[src/rtl/floo_eject_sink_if.sv]
// Eject-port flit handshake bundle: router side is master, sink side is slave.
interface floo_eject_sink_if #(
  parameter int unsigned NumChannels = 3,
  parameter int unsigned FlitWidth   = 64
);
  logic [NumChannels-1:0]           valid;
  logic [NumChannels-1:0]           ready;
  logic [NumChannels-1:0]           last;
  logic [NumChannels*FlitWidth-1:0] data;

  modport master (output valid, data, last, input ready);
  modport slave  (input valid, data, last, output ready);
endinterface

[src/rtl/floo_eject_sink.sv]
// Traffic sink for unused router Eject ports: consumes flits under drain/throttle/stall
// modes, counts flits/packets, keeps each packet's header flit and flags protocol errors.
module floo_eject_sink #(
  parameter int unsigned NumChannels = 3,
  parameter int unsigned FlitWidth   = 64,
  parameter int unsigned CntWidth    = 32
) (
  input  logic                             clk_i,
  input  logic                             rst_i,
  input  logic                             clear_i,
  input  logic [1:0]                       mode_i,
  input  logic [7:0]                       duty_i,
  floo_eject_sink_if.slave                 ej,
  output logic [NumChannels-1:0]           inj_valid_o,
  output logic [NumChannels*CntWidth-1:0]  flit_cnt_o,
  output logic [NumChannels*CntWidth-1:0]  pkt_cnt_o,
  output logic [NumChannels*FlitWidth-1:0] hdr_o,
  output logic [NumChannels-1:0]           err_o
);

  localparam logic [1:0] MODE_DRAIN    = 2'd0;
  localparam logic [1:0] MODE_THROTTLE = 2'd1;

  localparam logic [0:0] ST_IDLE = 1'b0;
  localparam logic [0:0] ST_BODY = 1'b1;

  logic [1:0]           mode_q;
  logic [7:0]           tcnt_q     [NumChannels];
  logic [0:0]           state_q    [NumChannels];
  logic [CntWidth-1:0]  flit_cnt_q [NumChannels];
  logic [CntWidth-1:0]  pkt_cnt_q  [NumChannels];
  logic [FlitWidth-1:0] hdr_q      [NumChannels];
  logic [FlitWidth-1:0] data_q     [NumChannels];
  logic [NumChannels-1:0] last_q, stalled_q, err_q;
  logic [NumChannels-1:0] rdy, acc;

  // ready is gated by rst_i so it drops the instant reset asserts
  always_comb begin
    rdy = '0;
    for (int unsigned c = 0; c < NumChannels; c++) begin
      case (mode_i)
        MODE_DRAIN:    rdy[c] = 1'b1;
        MODE_THROTTLE: rdy[c] = (tcnt_q[c] == 8'd0);
        default:       rdy[c] = 1'b0;
      endcase
    end
    rdy = rdy & {NumChannels{~rst_i}};
  end

  assign ej.ready    = rdy;
  assign acc         = ej.valid & rdy;
  assign inj_valid_o = '0;

  always_ff @(posedge clk_i or posedge rst_i) begin
    if (rst_i) begin
      mode_q    <= MODE_DRAIN;
      last_q    <= '0;
      stalled_q <= '0;
      err_q     <= '0;
      for (int unsigned c = 0; c < NumChannels; c++) begin
        tcnt_q[c]     <= '0;
        state_q[c]    <= ST_IDLE;
        flit_cnt_q[c] <= '0;
        pkt_cnt_q[c]  <= '0;
        hdr_q[c]      <= '0;
        data_q[c]     <= '0;
      end
    end else begin
      mode_q <= mode_i;
      for (int unsigned c = 0; c < NumChannels; c++) begin
        // throttle counter is independent of clear_i so ready_o is unaffected by it
        if (mode_i != mode_q)
          tcnt_q[c] <= '0;
        else if (mode_i == MODE_THROTTLE) begin
          if (acc[c] || (tcnt_q[c] == 8'd0 && !ej.valid[c]))
            tcnt_q[c] <= duty_i;
          else if (tcnt_q[c] != 8'd0)
            tcnt_q[c] <= tcnt_q[c] - 8'd1;
        end else
          tcnt_q[c] <= '0;

        if (clear_i) begin
          state_q[c]    <= ST_IDLE;
          flit_cnt_q[c] <= '0;
          pkt_cnt_q[c]  <= '0;
          hdr_q[c]      <= '0;
          err_q[c]      <= 1'b0;
          stalled_q[c]  <= 1'b0;
        end else begin
          stalled_q[c] <= ej.valid[c] & ~rdy[c];
          data_q[c]    <= ej.data[c*FlitWidth +: FlitWidth];
          last_q[c]    <= ej.last[c];
          if (stalled_q[c] && (!ej.valid[c] || ej.last[c] != last_q[c] ||
                               ej.data[c*FlitWidth +: FlitWidth] != data_q[c]))
            err_q[c] <= 1'b1;
          if (acc[c]) begin
            if (flit_cnt_q[c] != '1) flit_cnt_q[c] <= flit_cnt_q[c] + 1'b1;
            if (ej.last[c] && pkt_cnt_q[c] != '1) pkt_cnt_q[c] <= pkt_cnt_q[c] + 1'b1;
            if (state_q[c] == ST_IDLE) hdr_q[c] <= ej.data[c*FlitWidth +: FlitWidth];
            state_q[c] <= ej.last[c] ? ST_IDLE : ST_BODY;
          end
        end
      end
    end
  end

  always_comb begin
    flit_cnt_o = '0;
    pkt_cnt_o  = '0;
    hdr_o      = '0;
    for (int unsigned c = 0; c < NumChannels; c++) begin
      flit_cnt_o[c*CntWidth +: CntWidth]  = flit_cnt_q[c];
      pkt_cnt_o[c*CntWidth +: CntWidth]   = pkt_cnt_q[c];
      hdr_o[c*FlitWidth +: FlitWidth]     = hdr_q[c];
    end
  end

  assign err_o = err_q;

endmodule

[src/flat_wrapper.sv]
// flat-port wrapper written by rule: the top's interface ports become plain ports
module floo_eject_sink_flat 
#(
  parameter int unsigned NumChannels = 3,
  parameter int unsigned FlitWidth   = 64,
  parameter int unsigned CntWidth    = 32
)
  (clk_i, rst_i, clear_i, mode_i, duty_i, inj_valid_o, flit_cnt_o, pkt_cnt_o, hdr_o, err_o, ej_valid, ej_data, ej_last, ej_ready);
  floo_eject_sink_if #(.NumChannels(NumChannels), .FlitWidth(FlitWidth)) ej_i ();
  input  logic clk_i;
  input  logic rst_i;
  input  logic clear_i;
  input  logic [1:0] mode_i;
  input  logic [7:0] duty_i;
  output logic [NumChannels-1:0] inj_valid_o;
  output logic [NumChannels*CntWidth-1:0] flit_cnt_o;
  output logic [NumChannels*CntWidth-1:0] pkt_cnt_o;
  output logic [NumChannels*FlitWidth-1:0] hdr_o;
  output logic [NumChannels-1:0] err_o;
  input wire logic [$bits(ej_i.valid)-1:0] ej_valid;
  input wire logic [$bits(ej_i.data)-1:0] ej_data;
  input wire logic [$bits(ej_i.last)-1:0] ej_last;
  output wire logic [$bits(ej_i.ready)-1:0] ej_ready;
  assign ej_i.valid = ej_valid;
  assign ej_i.data = ej_data;
  assign ej_i.last = ej_last;
  assign ej_ready = ej_i.ready;
  floo_eject_sink #(.NumChannels(NumChannels), .FlitWidth(FlitWidth), .CntWidth(CntWidth)) u_core (.clk_i(clk_i), .rst_i(rst_i), .clear_i(clear_i), .mode_i(mode_i), .duty_i(duty_i), .ej(ej_i), .inj_valid_o(inj_valid_o), .flit_cnt_o(flit_cnt_o), .pkt_cnt_o(pkt_cnt_o), .hdr_o(hdr_o), .err_o(err_o));
endmodule
[config.mk]
export PLATFORM = sky130hd
export DESIGN_NAME = floo_eject_sink_flat
export DESIGN_NICKNAME = d
export VERILOG_FILES = /design/src/rtl/floo_eject_sink_if.sv /design/src/rtl/floo_eject_sink.sv /design/src/flat_wrapper.sv
export SDC_FILE = /design/constraint.sdc
export NUM_CORES = 2
export LEC_CHECK = 0
export BUFFER_PORTS_ARGS = -buffer_cell sky130_fd_sc_hd__buf_2
export CAP_MARGIN = 20
export CELL_PAD_IN_SITES_DETAIL_PLACEMENT = 1
export CELL_PAD_IN_SITES_GLOBAL_PLACEMENT = 1
export CORE_MARGIN = 2
export CORE_UTILIZATION = 46
export DETAILED_ROUTE_END_ITERATION = 6
export HOLD_SLACK_MARGIN = 0.06
export PLACE_DENSITY_LB_ADDON = 0.1
export SYNTH_ARGS = -nofsm -noshare
export SYNTH_HDL_FRONTEND = slang
export SYNTH_SLANG_ARGS = --single-unit
export TNS_END_PERCENT = 10
[constraint.sdc]
create_clock -name clk_i -period 28 [get_ports clk_i]
set_input_delay 1.4 -clock clk_i [delete_from_list [all_inputs] [get_ports clk_i]]
set_output_delay 1.4 -clock clk_i [all_outputs]
set_load 0.03 [all_outputs]
# After elaboration in Yosys (flattened, before gate mapping)

Index checks and enable logic that the tools add are counted.

Flip-flop bits (word level): 614
Bits of input ports: 211
Output and inout port bits: 393

Add/subtract/negate cells: 9
Eq/ne operators: 20
Multiplexer cells: 60
Bitwise gates (word level): 9
Reduce and logical (&&, ||, !) cells: 49

Operator list:

| kind                  | number |
|---|---|
| $mux 32               | 18 |
| $mux 64               | 9 |
| $add 32x1->32 const B | 6 |
| $ne 32x32->1 const B  | 6 |
| $ne 64x64->1          | 3 |
| $mux 8                | 12 |
| $logic_not 8->1       | 3 |
| $reduce_bool 2->1     | 12 |
| $reduce_bool 8->1     | 3 |
| $sub 8x1->8 const B   | 3 |
| $mux 1                | 18 |
| $reduce_and 2->1      | 9 |
| $ne 4x3->1 const B    | 3 |
| $logic_and 1x1->1     | 9 |
| $logic_or 1x1->1      | 9 |
| $and 3x3->3           | 2 |
| $ne 2x2->1 const B    | 3 |
| $pmux 1 s2            | 3 |
| $not 1->1             | 4 |
| $and 1x1->1           | 3 |
| $logic_not 1->1       | 3 |
| $ne 1x1->1            | 3 |
| $eq 2x1->1 const B    | 1 |
| $logic_not 2->1       | 1 |
| $ne 2x2->1            | 1 |

# Depth between registers and ports, before layout

Word-level depth: 8
Gate-level depth with buffers: 10
Gate-level depth less buffers: 8

# Worst setup path before layout

OpenSTA, ideal clock, no wires.

Kind: input to output
Start point: input rst_i
End point: output ej_ready[1]
Data arrival time: 2.419 ns
Slack: 24.181 ns
Stages on the path: 3
Cell sequence: or2_2 -> clkbuf_1 -> a21oi_1

Cells in the longest elaborated chain, start to end: 2

RTL lines:

| element         | RTL line              | RTL |
|---|---|---|
| start, declared | flat_wrapper.sv:11    | `input logic rst_i;` |
| $not 1->1       | floo_eject_sink.sv:47 | `rdy = rdy & {NumChannels{~rst_i}};` |
| $and 3x3->3     | floo_eject_sink.sv:47 |  |
| end, declared   | flat_wrapper.sv:23    | `output wire logic [$bits(ej_i.ready)-1:0] ej_ready;` |

Every way passes these cells.

# Worst setup path after layout

Start point: input clear_i
End point: register u_core.pkt_cnt_q (netlist bit u_core.pkt_cnt_o[31])

Cells in the longest elaborated chain, start to end: 2

RTL lines:

| element                            | RTL line              | RTL |
|---|---|---|
| start, declared                    | flat_wrapper.sv:12    | `input logic clear_i;` |
| $reduce_bool 2->1 (no source line) | n/a                   |  |
| $reduce_and 2->1 (no source line)  | n/a                   |  |
| end signal, assigned by index      | floo_eject_sink.sv:64 | `pkt_cnt_q[c] <= '0;` |
| end signal, assigned by index      | floo_eject_sink.sv:85 | `pkt_cnt_q[c] <= '0;` |
| end, declared                      | floo_eject_sink.sv:31 | `logic [CntWidth-1:0] pkt_cnt_q [NumChannels];` |

Parallel ways exist; a longest one is shown, timed or not.
A chain may end at the register's enable or synchronous reset.

==> impl_metrics.sql <==
INSERT INTO impl_metrics (metric_group, metric, value, unit) VALUES
('logic_synthesis', 'synth_top_cell_by_area', 'sky130_fd_sc_hd__dfrtp_1', ''),
('global_routing', 'grt.total_usage', '28.2', '%'),
('timing', 'final-setup-viol-count', '0', ''),
('setup_path', 'timing_worst_setup_path_type', 'primary input to flop', ''),
('logic_synthesis', 'synth_sequential_area_ratio', '54.5', '%'),
('logic_synthesis', 'yosys_register_bits', '614', ''),
('die', 'die_height', '252', 'um'),
('global_routing', 'grt_start_max_net_pins', '185', ''),
('route', 'drt.antenna.violating_nets', '0', ''),
('die', 'num_io_pins', '604', ''),
('logic_synthesis', 'post_synthesis_cell_type_count', '69', ''),
('logic_synthesis', 'ys.flop_type', 'sky130_fd_sc_hd__dfrtp_1', ''),
('job', 'cap_viol_max_count', '0', ''),
('cts', 'clock-sinks', '614', ''),
('cells_and_area', 'mostFrequentLayoutCells', 'sky130_fd_sc_hd__dfrtp_1 (614), sky130_fd_sc_hd__buf_2 (599), sky130_fd_sc_hd__nor2_1 (232)', ''),
('cells_and_area', 'layout-drive-gt1-share', '29.2', '%'),
('cells_and_area', 'fin_nets', '3328', ''),
('die', 'core.rowCount', '90', ''),
('global_routing', 'gr-total-overflow', '0', ''),
('logic_synthesis', 'synth-async-reset-ratio', '100', '%'),
('setup_path', 'cp.arrival', '5.48', 'ns'),
('cts', 'post_cts.resized_instances', '0', ''),
('placement', 'preCtsSetupSlack', '22.43', 'ns'),
('route', 'drc_errors', '0', ''),
('cts', 'cts.clk_slew.worst_paths', '0.06', 'ns'),
('route', 'detailedRoute.firstIterationViolations', '1297', ''),
('route', 'route.met3.wl', '4.88', 'mm'),
('setup_path', 'endpoint_kind', 'flop', ''),
('timing', 'timing.final.crit_share', '17.8', '%'),
('pwr', 'worst_ir_drop_vdd', '52.2', 'uV'),
('status', 'result_of_the_run', 'finished clean', ''),
('route', 'dr.max_layer_used', 'met5', ''),
('timing', 'rsz0062_at_grt', 'false', ''),
('route', 'dr.pass1.iters', '5', ''),
('cells_and_area', 'syn2layout_area_growth', '21.8', '%'),
('timing', 'timing.setup.tns', '0', 'ns'),
('setup_path', 'start_kind', 'primary input', ''),
('setup_path', 'worstPathRequired', '28.49', 'ns'),
('logic_synthesis', 'synth_edf_count', '0', ''),
('die', 'floorplan.die_area', '0.0633', 'mm^2'),
('timing', 'clock_skew', '0.0151', 'ns'),
('pwr', 'swShare', '26.1', '%'),
('cts', 'cts.htree.levels', '3', ''),
('pwr', 'cellLeakagePower', '16.7', 'nW'),
('cts', 'numCtsBuffers', '69', ''),
('timing', 'min_period', '4.99', 'ns'),
('pwr', 'power_frac_seq', '45.2', '%'),
('cells_and_area', 'mostFrequentLayoutCell', 'sky130_fd_sc_hd__dfrtp_1', ''),
('worst_hold_path', 'timing.hold.worst.class', 'flop to flop', ''),
('die', 'initial_utilization', '46.6', '%'),
('pwr', 'power.internal', '1.57', 'mW'),
('timing', 'drv_slew', '0', ''),
('cts', 'cts_post_setup_buffers_inserted', '0', ''),
('pwr', 'share_comb_of_total_power', '11.0', '%'),
('timing', 'maxClockFrequency', '200', 'MHz'),
('global_routing', 'grt_pass1_wl', '141', 'mm'),
('route', 'wl_met1', '36.0', 'mm'),
('die', 'core_area', '0.0605', 'mm^2'),
('pwr', 'p_clk_share', '43.8', '%'),
('logic_synthesis', 'synth.top_cells.by_area', 'sky130_fd_sc_hd__dfrtp_1 (54%), sky130_fd_sc_hd__xor2_1 (6.9%), sky130_fd_sc_hd__mux2_2 (6.7%)', ''),
('logic_synthesis', 'syn_avg_cell_area', '11.1', 'um^2'),
('cts', 'hold_buffers', '0', ''),
('pwr', 'power.density', '61.9', 'mW/mm^2'),
('placement', 'detailed_place_hpwl', '64.3', 'mm'),
('cts', 'worst_skew_pair.late_latency', '0.61', 'ns'),
('logic_synthesis', 'netlist_area_before_placement', '0.0282', 'mm^2'),
('logic_synthesis', 'post_synth_inst_count', '2530', ''),
('timing', 'worst_pin_slew', '1.05', 'ns'),
('route', 'viasPerCell', '5.78', ''),
('timing', 'slew_headroom', '30.0', '%'),
('placement', 'gp_congestion', '0.877', '');
==> worst max-delay path: stages <==
cell                       delay, ns
sky130_fd_sc_hd__buf_8          0.49
sky130_fd_sc_hd__buf_4          0.69
sky130_fd_sc_hd__buf_4          0.83
sky130_fd_sc_hd__nor2b_1        0.17
sky130_fd_sc_hd__nand4_1        0.58
sky130_fd_sc_hd__nand4b_1       0.51
sky130_fd_sc_hd__nor3_1         0.32
sky130_fd_sc_hd__mux2_2         0.36
==> registers in the layout, summed over array words and instances, names as in the netlist <==
signal,flops
u_core.data_q,192
u_core.hdr_o,192
u_core.state_q,3
u_core.last_q,3
u_core.flit_cnt_o,96
u_core.stalled_q,3
u_core.err_o,3
u_core.pkt_cnt_o,96
u_core.tcnt_q,24
u_core.mode_q,2
==> metal layers <==
layer / vias to the layer above / track usage [%]
met5: - / 0
met4: 4 / 10.7
met3: 190 / 6.10
met2: 611 / 49.1
met1: 11800 / 34.3
li1: 10300 / -
==> logic make-up (layout without fill, tap and decap cells) <==
logic type      after synthesis  in the layout  synth area share, %
compound gates              395            395                 10.6
other cells                   1             14               0.0133
xor+xnor                    314            314                 9.75
flops                       614            614                 54.5
fa+ha+maj                    10             10                0.444
mux                         168            168                 6.70
simple gates                840            840                 15.4
buf+inv                     188            815                 2.57
==> per-stage QoR <==
stage	total power, mW	cell area [um^2]	hold WS [ns]	utilization (%)	instances
2_1_floorplan	1.12	28200	0.453	-	2532
3_3_place_gp	1.20	32000	0.473	52.9	3815
3_5_place_dp	1.21	32000	0.485	52.9	3816
4_1_cts	2.15	34300	0.503	56.7	3939
5_1_grt	2.21	34400	0.513	56.8	3950
6_report	2.13	34400	0.497	56.8	3952
==> layout make-up <==
type	count	area, um^2	share of cell area (%)
Sequential cell	614	15400	44.7
Clock inverter	16	219	0.637
Inverter	71	274	0.798
Timing Repair Buffer	621	3210	9.34
Antenna cell	11	27.5	0.0801
Tap cell	782	978	2.85
Multi-Input combinational cell	1730	12200	35.4
Clock buffer	107	2110	6.15
==> power by group through the flow <==
stage | clock network (mW) | registers, mW | logic [mW]
3_5_place_dp | 0 | 0.977 | 0.234
5_1_grt | 0.985 | 0.966 | 0.255
4_1_cts | 0.950 | 0.961 | 0.237
3_3_place_gp | 0 | 0.973 | 0.227
6_report | 0.931 | 0.962 | 0.234
2_1_floorplan | 0 | 0.996 | 0.123
==> synthesized netlist by cell type, types with 6 or more instances <==
cell type and instances:
sky130_fd_sc_hd__nand4_1 115, sky130_fd_sc_hd__a21o_1 6, sky130_fd_sc_hd__or4_1 7, sky130_fd_sc_hd__and2_1 14, sky130_fd_sc_hd__nor4_1 63, sky130_fd_sc_hd__ha_1 10
sky130_fd_sc_hd__nand2b_1 13, sky130_fd_sc_hd__nor3_1 28, sky130_fd_sc_hd__xnor2_1 92, sky130_fd_sc_hd__or3_1 20, sky130_fd_sc_hd__buf_1 6, sky130_fd_sc_hd__inv_1 71
sky130_fd_sc_hd__clkbuf_1 102, sky130_fd_sc_hd__nor4b_1 6, sky130_fd_sc_hd__and4_1 20, sky130_fd_sc_hd__nand2_1 129, sky130_fd_sc_hd__xor2_1 222, sky130_fd_sc_hd__o21ai_0 62
sky130_fd_sc_hd__nor3b_1 6, sky130_fd_sc_hd__a21oi_1 35, sky130_fd_sc_hd__nor2_1 235, sky130_fd_sc_hd__a22o_1 205, sky130_fd_sc_hd__nor2b_1 12, sky130_fd_sc_hd__dfrtp_1 614
sky130_fd_sc_hd__nand3_1 101, sky130_fd_sc_hd__mux2_2 167, sky130_fd_sc_hd__o22ai_1 20, sky130_fd_sc_hd__and3_1 45, sky130_fd_sc_hd__a211oi_1 22, sky130_fd_sc_hd__buf_2 6
==> path summary, 6_finish.rpt <==
path | from | endpoint | depth (start not counted)
setup / recovery | clear_i | u_core.pkt_cnt_o[31]$_DFFE_PP0P_ | 8
hold / removal | u_core.hdr_o[52]$_DFFE_PP0P_ | u_core.hdr_o[52]$_DFFE_PP0P_ | 1
setup reg to reg | u_core.tcnt_q[8]$_DFFE_PP0P_ | u_core.pkt_cnt_o[63]$_DFFE_PP0P_ | 8
hold reg to reg | u_core.hdr_o[52]$_DFFE_PP0P_ | u_core.hdr_o[52]$_DFFE_PP0P_ | 1
max in group asynchronous | rst_i | u_core.pkt_cnt_o[78]$_DFFE_PP0P_ | 4
min in group asynchronous | rst_i | u_core.mode_q[1]$_DFF_PP0_ | 2
(Power assumes the default switching activity.)
